<file path="config.mk">
export PLATFORM = sky130hd
export DESIGN_NAME = byte_word_assembler_flat
export DESIGN_NICKNAME = d
export VERILOG_FILES = /design/src/rtl/byte_word_assembler_if.sv /design/src/rtl/byte_word_assembler.sv /design/src/flat_wrapper.sv
export SDC_FILE = /design/constraint.sdc
export NUM_CORES = 1
export LEC_CHECK = 0
export CAP_MARGIN = 20
export CORE_AREA = 4 4 66 68
export DETAILED_ROUTE_END_ITERATION = 8
export DIE_AREA = 0 0 70 72
export PLACE_DENSITY_LB_ADDON = 0.05
export SYNTH_ARGS = -nofsm -noshare
export SYNTH_HDL_FRONTEND = slang
export SYNTH_SLANG_ARGS = --single-unit
export TNS_END_PERCENT = 50
</file>
<file path="constraint.sdc">
create_clock -name clk -period 3.5 [get_ports clk]
set_input_delay 0.35 -clock clk [delete_from_list [all_inputs] [get_ports clk]]
set_output_delay 0.35 -clock clk [all_outputs]
set_load 0.01 [all_outputs]
</file>
<file path="src/rtl/byte_word_assembler_if.sv">
// Byte-in / word-out handshake bundle for byte_word_assembler.
// master = producer/consumer side, slave = the assembler itself.
interface byte_word_assembler_if;
  logic        clear;
  logic [7:0]  byte_in;
  logic        byte_valid;
  logic        byte_ready;
  logic [3:0]  load_en;
  logic [1:0]  lane_idx;
  logic [31:0] word_out;
  logic        word_valid;
  logic        word_ready;

  modport master (
    output clear,
    output byte_in,
    output byte_valid,
    output word_ready,
    input  byte_ready,
    input  load_en,
    input  lane_idx,
    input  word_out,
    input  word_valid
  );

  modport slave (
    input  clear,
    input  byte_in,
    input  byte_valid,
    input  word_ready,
    output byte_ready,
    output load_en,
    output lane_idx,
    output word_out,
    output word_valid
  );
endinterface

</file>
<file path="src/rtl/byte_word_assembler.sv">
// Steers a stream of bytes into four lanes of a 32-bit word and hands the
// completed word off with a valid/ready handshake.
//
// state  | meaning
// S_FILL | accepting bytes; count_q = bytes already placed in this word
// S_HOLD | word complete, word_valid high, waiting for word_ready
module byte_word_assembler #(
  parameter bit MSB_FIRST = 1'b0
) (
  input  logic                  clk,
  input  logic                  reset_n,
  byte_word_assembler_if.slave  bus
);

  typedef enum logic {
    S_FILL = 1'b0,
    S_HOLD = 1'b1
  } state_t;

  state_t      state_q, state_d;
  logic [1:0]  count_q, count_d;
  logic [31:0] word_q,  word_d;
  logic [1:0]  lane;
  logic        accept;
  logic [3:0]  load_en;

  // Lane order is fixed at elaboration; lane 3 first when MSB_FIRST.
  always_comb begin
    if (MSB_FIRST) lane = 2'd3 - count_q;
    else           lane = count_q;
  end

  always_ff @(posedge clk or negedge reset_n) begin
    if (!reset_n) begin
      state_q <= S_FILL;
      count_q <= 2'd0;
      word_q  <= 32'd0;
    end else begin
      state_q <= state_d;
      count_q <= count_d;
      word_q  <= word_d;
    end
  end

  always_comb begin
    state_d = state_q;
    count_d = count_q;
    word_d  = word_q;
    accept  = 1'b0;
    load_en = 4'b0000;
    if (bus.clear) begin
      // Abort wins over both accept and handoff; any presented byte is dropped.
      state_d = S_FILL;
      count_d = 2'd0;
      word_d  = 32'd0;
    end else begin
      case (state_q)
        S_FILL: begin
          accept = bus.byte_valid & reset_n;
          if (accept) begin
            load_en                   = 4'b0001 << lane;
            word_d[{lane, 3'b000} +: 8] = bus.byte_in;
            count_d                   = count_q + 2'd1;
            if (count_q == 2'd3) state_d = S_HOLD;
          end
        end
        S_HOLD: begin
          if (bus.word_ready) begin
            state_d = S_FILL;
            count_d = 2'd0;
          end
        end
        default: begin
          state_d = S_FILL;
          count_d = 2'd0;
        end
      endcase
    end
  end

  // byte_ready is masked while reset is held so nothing looks accepted then.
  assign bus.byte_ready = reset_n & (state_q == S_FILL);
  assign bus.word_valid = (state_q == S_HOLD);
  assign bus.word_out   = word_q;
  assign bus.load_en    = load_en;
  assign bus.lane_idx   = lane;

endmodule

</file>
<file path="src/flat_wrapper.sv">
// flat-port wrapper written by rule: the top's interface ports become plain ports
module byte_word_assembler_flat 
#(
  parameter bit MSB_FIRST = 1'b0
)
  (clk, reset_n, bus_clear, bus_byte_in, bus_byte_valid, bus_word_ready, bus_byte_ready, bus_load_en, bus_lane_idx, bus_word_out, bus_word_valid);
  byte_word_assembler_if bus_i ();
  input  logic clk;
  input  logic reset_n;
  input wire logic [$bits(bus_i.clear)-1:0] bus_clear;
  input wire logic [$bits(bus_i.byte_in)-1:0] bus_byte_in;
  input wire logic [$bits(bus_i.byte_valid)-1:0] bus_byte_valid;
  input wire logic [$bits(bus_i.word_ready)-1:0] bus_word_ready;
  output wire logic [$bits(bus_i.byte_ready)-1:0] bus_byte_ready;
  output wire logic [$bits(bus_i.load_en)-1:0] bus_load_en;
  output wire logic [$bits(bus_i.lane_idx)-1:0] bus_lane_idx;
  output wire logic [$bits(bus_i.word_out)-1:0] bus_word_out;
  output wire logic [$bits(bus_i.word_valid)-1:0] bus_word_valid;
  assign bus_i.clear = bus_clear;
  assign bus_i.byte_in = bus_byte_in;
  assign bus_i.byte_valid = bus_byte_valid;
  assign bus_i.word_ready = bus_word_ready;
  assign bus_byte_ready = bus_i.byte_ready;
  assign bus_load_en = bus_i.load_en;
  assign bus_lane_idx = bus_i.lane_idx;
  assign bus_word_out = bus_i.word_out;
  assign bus_word_valid = bus_i.word_valid;
  byte_word_assembler #(.MSB_FIRST(MSB_FIRST)) u_core (.clk(clk), .reset_n(reset_n), .bus(bus_i));
endmodule
</file>
==> results of run 1 <==
-- registers in the layout, summed over array words and instances (netlist names) --
| signal | count |
|---|---|
| u_core.bus.lane_idx | 2 |
| u_core.bus.word_valid | 1 |
| u_core.bus.word_out | 32 |
-- synthesized netlist by cell type, drive strengths merged (2+ instances only) --
cell	n
dfrtp	35
and3	15
clkbuf	4
and4	2
inv	2
nor2b	3
nand3	10
nand2	3
nor3b	6
buf	3
nand2b	8
mux2	15
a21oi	5
a22o	8
ha	6
o21ai	8
-- through the flow --
stage          area (um^2)  setup slack [ns]
2_1_floorplan         1660             1.748
3_3_place_gp          2228             1.110
3_5_place_dp          2228             1.032
4_1_cts               2365             1.004
5_1_grt               2365            0.8714
6_report              2365             1.023
-- layout make-up --
| type | count | area share [%] |
|---|---|---|
| Sequential cell | 35 | 37.04 |
| Clock buffer | 5 | 2.910 |
| Timing Repair Buffer | 54 | 22.65 |
| Tap cell | 50 | 2.646 |
| Inverter | 2 | 0.3175 |
| Multi-Input combinational cell | 97 | 31.59 |
| Clock inverter | 3 | 2.857 |
-- worst max-delay path by stage --
| stage | from | to | slack [ns] | cells after the start |
|---|---|---|---|---|
| after detailed placement | bus_clear | u_core.bus.word_out[27] | 1.03 | 4 |
| after global routing | bus_clear | bus_load_en[2] | 0.87 | 3 |
| after global placement | bus_clear | bus_load_en[2] | 1.11 | 3 |
| after CTS | bus_clear | bus_load_en[2] | 1.00 | 3 |
| after floorplan | u_core.bus.lane_idx[0] | u_core.bus.word_out[0] | 1.75 | 5 |
| final | bus_clear | bus_load_en[2] | 1.02 | 3 |
-- cell families (layout without fill, tap and decap cells) --
family	Yosys count	count (layout)	synth area share, %
and+or+nand+nor	53	53	20.05
muxes	15	15	10.17
adders and majority gates	6	6	4.521
buffers and inverters	9	64	2.260
AOI/OAI and AO/OA	23	23	10.25
DFF	35	35	52.75
-- worst max-delay path: stages --
cell and delay [ns]:
clkdlybuf4s50_1 0.81, nor3b_1 0.38, clkdlybuf4s50_1 0.59
-- routing by layer --
metal	part of all wire, %	global-route usage, %	vias to the layer above
li1	-	-	621
met3	5.9	5.817	7
met4	1.6	5.106	0
met1	46	22.92	648
met2	47	27.49	56
met5	0	0	-
-- power groups by stage --
stage	registers (mW)	logic (mW)	clock network [mW]
final	0.414	0.0890	0.435
after global routing	0.415	0.0968	0.463
after CTS	0.414	0.0893	0.442
after detailed placement	0.422	0.0888	0
after global placement	0.422	0.0875	0
after floorplan	0.424	0.0349	0
==> results.json, run 1 <==
{
  "tightest_slew_ns": 0.7846,
  "fin_crit_ns": 2.477,
  "critical_path_arrival_ns": 2.13,
  "pwr-share-seq_pct": 44.1,
  "intPower_uw": 732.2,
  "syn_inst": 141,
  "min-delay-start": "u_core.bus.word_out[29]",
  "max_slew_margin_pct": 47.47,
  "finalClockSkew_ns": 0.007829,
  "fillerInstances": 325,
  "whs_ns": 0.4969,
  "power_switching_uw": 206.3,
  "grt_pass1_wl_um": 6803,
  "fp-row-count": 23,
  "clock-sinks": 35,
  "synthesis.nets": 160,
  "cts_tree": "yes",
  "diodes": 0,
  "r2r_setup_slack_ns": 1.39,
  "leakagePower_nw": 1.087,
  "grt_pass1_vias": 1335,
  "rsz0062_at_grt": "false",
  "synth_area_leaders": "dfrtp_1 53%, mux2_2 9.5%, and3_1 5.7%",
  "hold_depth": 1,
  "grt_max_degree": 22,
  "final_antenna_net_count": 0,
  "finalHoldViolCount": 0,
  "whs_endpoint": "u_core.bus.word_out[29]",
  "syn_area_um2": 1660,
  "cts_hold_buf": 0,
  "hold_path.class": "reg -> reg",
  "cts_resized": 0,
  "worstSetupEndpointType": "output port",
  "final_cell_mix": "52 x clkdlybuf4s50_1, 35 x dfrtp_1, 15 x and3_1",
  "cap_violations": 0,
  "dp_cells": 238,
  "clock.fmax_ghz": 0.4037,
  "required_ns": 3.15,
  "yosysUniqueCellTypes": 28,
  "io_pins": 53,
  "routabilityCongestion": 0.8248,
  "regArea_um2": 875.8,
  "startpoint_type": "input pin",
  "syn_area_per_cell_um2": 11.78,
  "p_clk_share_pct": 46.4,
  "dp_hpwl_um": 3081,
  "pwr-share-comb_pct": 9.5,
  "multi_input_area_um2": 747.0,
  "grt_usage_pct": 17.38,
  "p_total_uw": 938.5,
  "drc_errors": 0,
  "period_share_pct": 70.78,
  "vias": 1332,
  "io_buffers": 52,
  "drt_iter0_drc": 99,
  "synth_top_area_share_pct": 52.75,
  "switching_share_pct": 21.98,
  "antenna_found_initial": 0,
  "async_flop_share_pct": 100.0,
  "max-vdd-ir-drop_v": 0.0003404,
  "areaGrowthSynthToFinish_pct": 42.43,
  "post-cts-setup-buffers": 0,
  "setup_tns_ns": 0,
  "viasPerCell": 5.415,
  "synth_enable_flop_cells": 0,
  "synth_top_flop_cell": "dfrtp_1",
  "drive_gt1_share_pct": 14.29,
  "post_drt_wl_per_cell_um": 16.91,
  "htreeDepth": 2,
  "core_area_um2": 3856,
  "finalSetupViolations": 0,
  "crit_path_max_fanout": 21,
  "dr.pass1.iters": 4,
  "die_x_um": 70,
  "ff2ff_path_depth": 5,
  "yosysTopAreaCell": "dfrtp_1",
  "dieArea_um2": 5040,
  "final_common_cell": "clkdlybuf4s50_1",
  "root_buffer": "clkbuf_8",
  "initial_utilization_pct": 43.06,
  "status": "completed",
  "layoutNonFillerInstCount": 246,
  "die_y_um": 72,
  "r2r-end": "u_core.bus.word_out[5]",
  "ys_ff_latch": 35,
  "crit_type": "in -> out",
  "ys_seq_area_share_pct": 52.75,
  "wl_um": 4161,
  "grt-ovfl-total": 0,
  "power_density_nw_per_um2": 396.9,
  "ys.warnings.count": 0,
  "numCtsBuffers": 5,
  "clock_latency_ns": 0.29,
  "rr_startpoint": "u_core.bus.lane_idx[0]",
  "drv_slew": 0,
  "fin_nets": 214,
  "cts_buffer_depth": 2,
  "clk_pin_slew_ns": 0.08,
  "utilization_pct": 61.32
}
No activity file was read; power rests on OpenSTA's default activity.
==> run 2: changes to the inputs <==
- clock period: 3.5 -> 2.55 ns (I/O delays scaled with it)
==> run 2 against run 1 <==
Against the previous run:
- power increased by 36%
- sequential cell count unchanged
- clock skew decreased by 0.0021 ns
- non-clock buffer count increased by 1
- sequential power increased by 37%
- worst setup slack got worse by 0.74 ns
- worst hold slack got worse by 0.27 ns
- sequential share of layout area decreased by 0.12 points
==> results.json, run 2 (same netlist as run 1, synthesis figures left out) <==
{
  "status": "completed",
  "period_share_pct": 88.84,
  "routabilityCongestion": 0.8285,
  "required_ns": 2.30,
  "numCtsBuffers": 5,
  "drv_slew": 0,
  "fin_crit_ns": 2.265,
  "clock-sinks": 35,
  "pwr-share-seq_pct": 44.4,
  "dp_cells": 239,
  "io_buffers": 52,
  "layoutNonFillerInstCount": 247,
  "core_area_um2": 3856,
  "fp-row-count": 23,
  "power_switching_uw": 275.4,
  "initial_utilization_pct": 43.06,
  "tightest_slew_ns": 0.7973,
  "power_density_nw_per_um2": 539.8,
  "clock.fmax_ghz": 0.4414,
  "cts_buffer_depth": 2,
  "final_antenna_net_count": 0,
  "rsz0062_at_grt": "false",
  "post_drt_wl_per_cell_um": 16.81,
  "cts_hold_buf": 0,
  "cts_tree": "yes",
  "grt_pass1_wl_um": 7127,
  "p_clk_share_pct": 46.1,
  "crit_path_top_delay_cell": "clkdlybuf4s50_1",
  "setup_slack_ns": 0.2845,
  "rr_startpoint": "u_core.bus.lane_idx[0]",
  "intPower_mw": 1.005,
  "clock_latency_ns": 0.29,
  "pwr-share-comb_pct": 9.4,
  "finalHoldViolCount": 0,
  "largest_reg_flops": 32,
  "htreeDepth": 2,
  "crit_chain": "clkdlybuf4s50_1 > nand3b_1 > nor3b_1 > clkdlybuf4s50_1",
  "switching_share_pct": 21.51,
  "drive_gt1_share_pct": 14.72,
  "crit_type": "in -> out",
  "root_buffer": "clkbuf_8",
  "post-cts-setup-buffers": 0,
  "die_y_um": 72,
  "antenna_found_initial": 0,
  "grt_pass1_vias": 1419,
  "slowest_delay_ns": 0.65,
  "r2r-end": "u_core.bus.word_out[5]",
  "fin_nets": 215,
  "viasPerCell": 5.271,
  "clk_pin_slew_ns": 0.07,
  "dieArea_um2": 5040,
  "setup_tns_ns": 0,
  "io_pins": 53,
  "grt_usage_pct": 18.07,
  "areaGrowthSynthToFinish_pct": 42.88,
  "dp_hpwl_um": 3148,
  "final_cell_mix": "52 x clkdlybuf4s50_1, 35 x dfrtp_1, 15 x and3_1",
  "hold_path.class": "in -> async",
  "ff2ff_path_depth": 5,
  "finalClockSkew_ns": 0.005730,
  "worstSetupEndpointType": "output port",
  "drt_iter0_drc": 130,
  "max_slew_margin_pct": 46.44,
  "critical_path_arrival_ns": 2.01,
  "dr.pass1.iters": 4,
  "vias": 1302,
  "final_common_cell": "clkdlybuf4s50_1",
  "dp_slack_ns": 0.2577,
  "grt-ovfl-total": 0,
  "finalSetupViolations": 0,
  "worstSetupEndpoint": "bus_load_en[0]",
  "fillerInstances": 315,
  "leakagePower_nw": 1.093,
  "cts_resized": 0,
  "startpoint_type": "input pin",
  "grt_max_degree": 33,
  "crit_start": "reset_n",
  "crit_path_max_fanout": 8,
  "drc_errors": 0,
  "path_common_cell": "clkdlybuf4s50_1",
  "die_x_um": 70,
  "diodes": 0,
  "r2r_setup_slack_ns": 0.47,
  "cap_violations": 0,
  "max-vdd-ir-drop_v": 0.0002960,
  "wl_um": 4153
}
-- run 2: per-layer routing --
metal	GRT usage (%)	wire [um]	share of wire, %	vias to the layer above
li1	-	-	-	617
met1	23.84	1906	46	635
met2	28.33	1934	47	42
met3	6.233	248	6.0	8
met4	5.532	63	1.5	0
met5	0	0	0	-
-- run 2: power groups by stage --
stage          Sequential, mW  Clock (mW)  Combinational, mW
6_report                0.569       0.591              0.121
3_3_place_gp            0.579           0              0.120
2_1_floorplan           0.582           0             0.0479
5_1_grt                 0.569       0.633              0.133
3_5_place_dp            0.579           0              0.122
4_1_cts                 0.569       0.604              0.123
-- run 2: worst min-delay path by stage --
stage	from	endpoint	slack [ns]	cells past startpoint
2_1_floorplan	reset_n	u_core.bus.lane_idx[0]	-0.04	0
3_3_place_gp	u_core.bus.word_out[29]	u_core.bus.word_out[29]	0.47	1
3_5_place_dp	u_core.bus.word_out[20]	u_core.bus.word_out[20]	0.49	1
4_1_cts	reset_n	u_core.bus.lane_idx[1]	0.22	1
5_1_grt	reset_n	u_core.bus.lane_idx[1]	0.23	1
6_report	reset_n	u_core.bus.lane_idx[1]	0.22	1
-- run 2: area by class of cell --
type / count / area [um^2] / area share (%)
multi-input cells: 97 / 747.0 / 31.49
inverters: 2 / 7.507 / 0.3165
repair buffers: 55 / 543.0 / 22.89
flip-flops and latches: 35 / 875.8 / 36.92
clock inverters: 3 / 67.56 / 2.848
well taps: 50 / 62.56 / 2.637
clock buffers: 5 / 68.82 / 2.901
-- run 2: metrics by stage --
| stage | power [mW] | area, um^2 | hold WS (ns) | utilization, % |
|---|---|---|---|---|
| after detailed placement | 0.7017 | 2236 | 0.4861 | 57.98 |
| after global placement | 0.6988 | 2236 | 0.4745 | 57.98 |
| after CTS | 1.295 | 2372 | 0.2214 | 61.52 |
| after global routing | 1.336 | 2372 | 0.2276 | 61.52 |
| after floorplan | 0.6299 | 1660 | -0.04059 | - |
| final | 1.280 | 2372 | 0.2223 | 61.52 |
-- run 2: critical path: cells and delay by family --
kind          cells  cell delay [ns]
simple gates      2             0.52
buf+inv           2             1.23
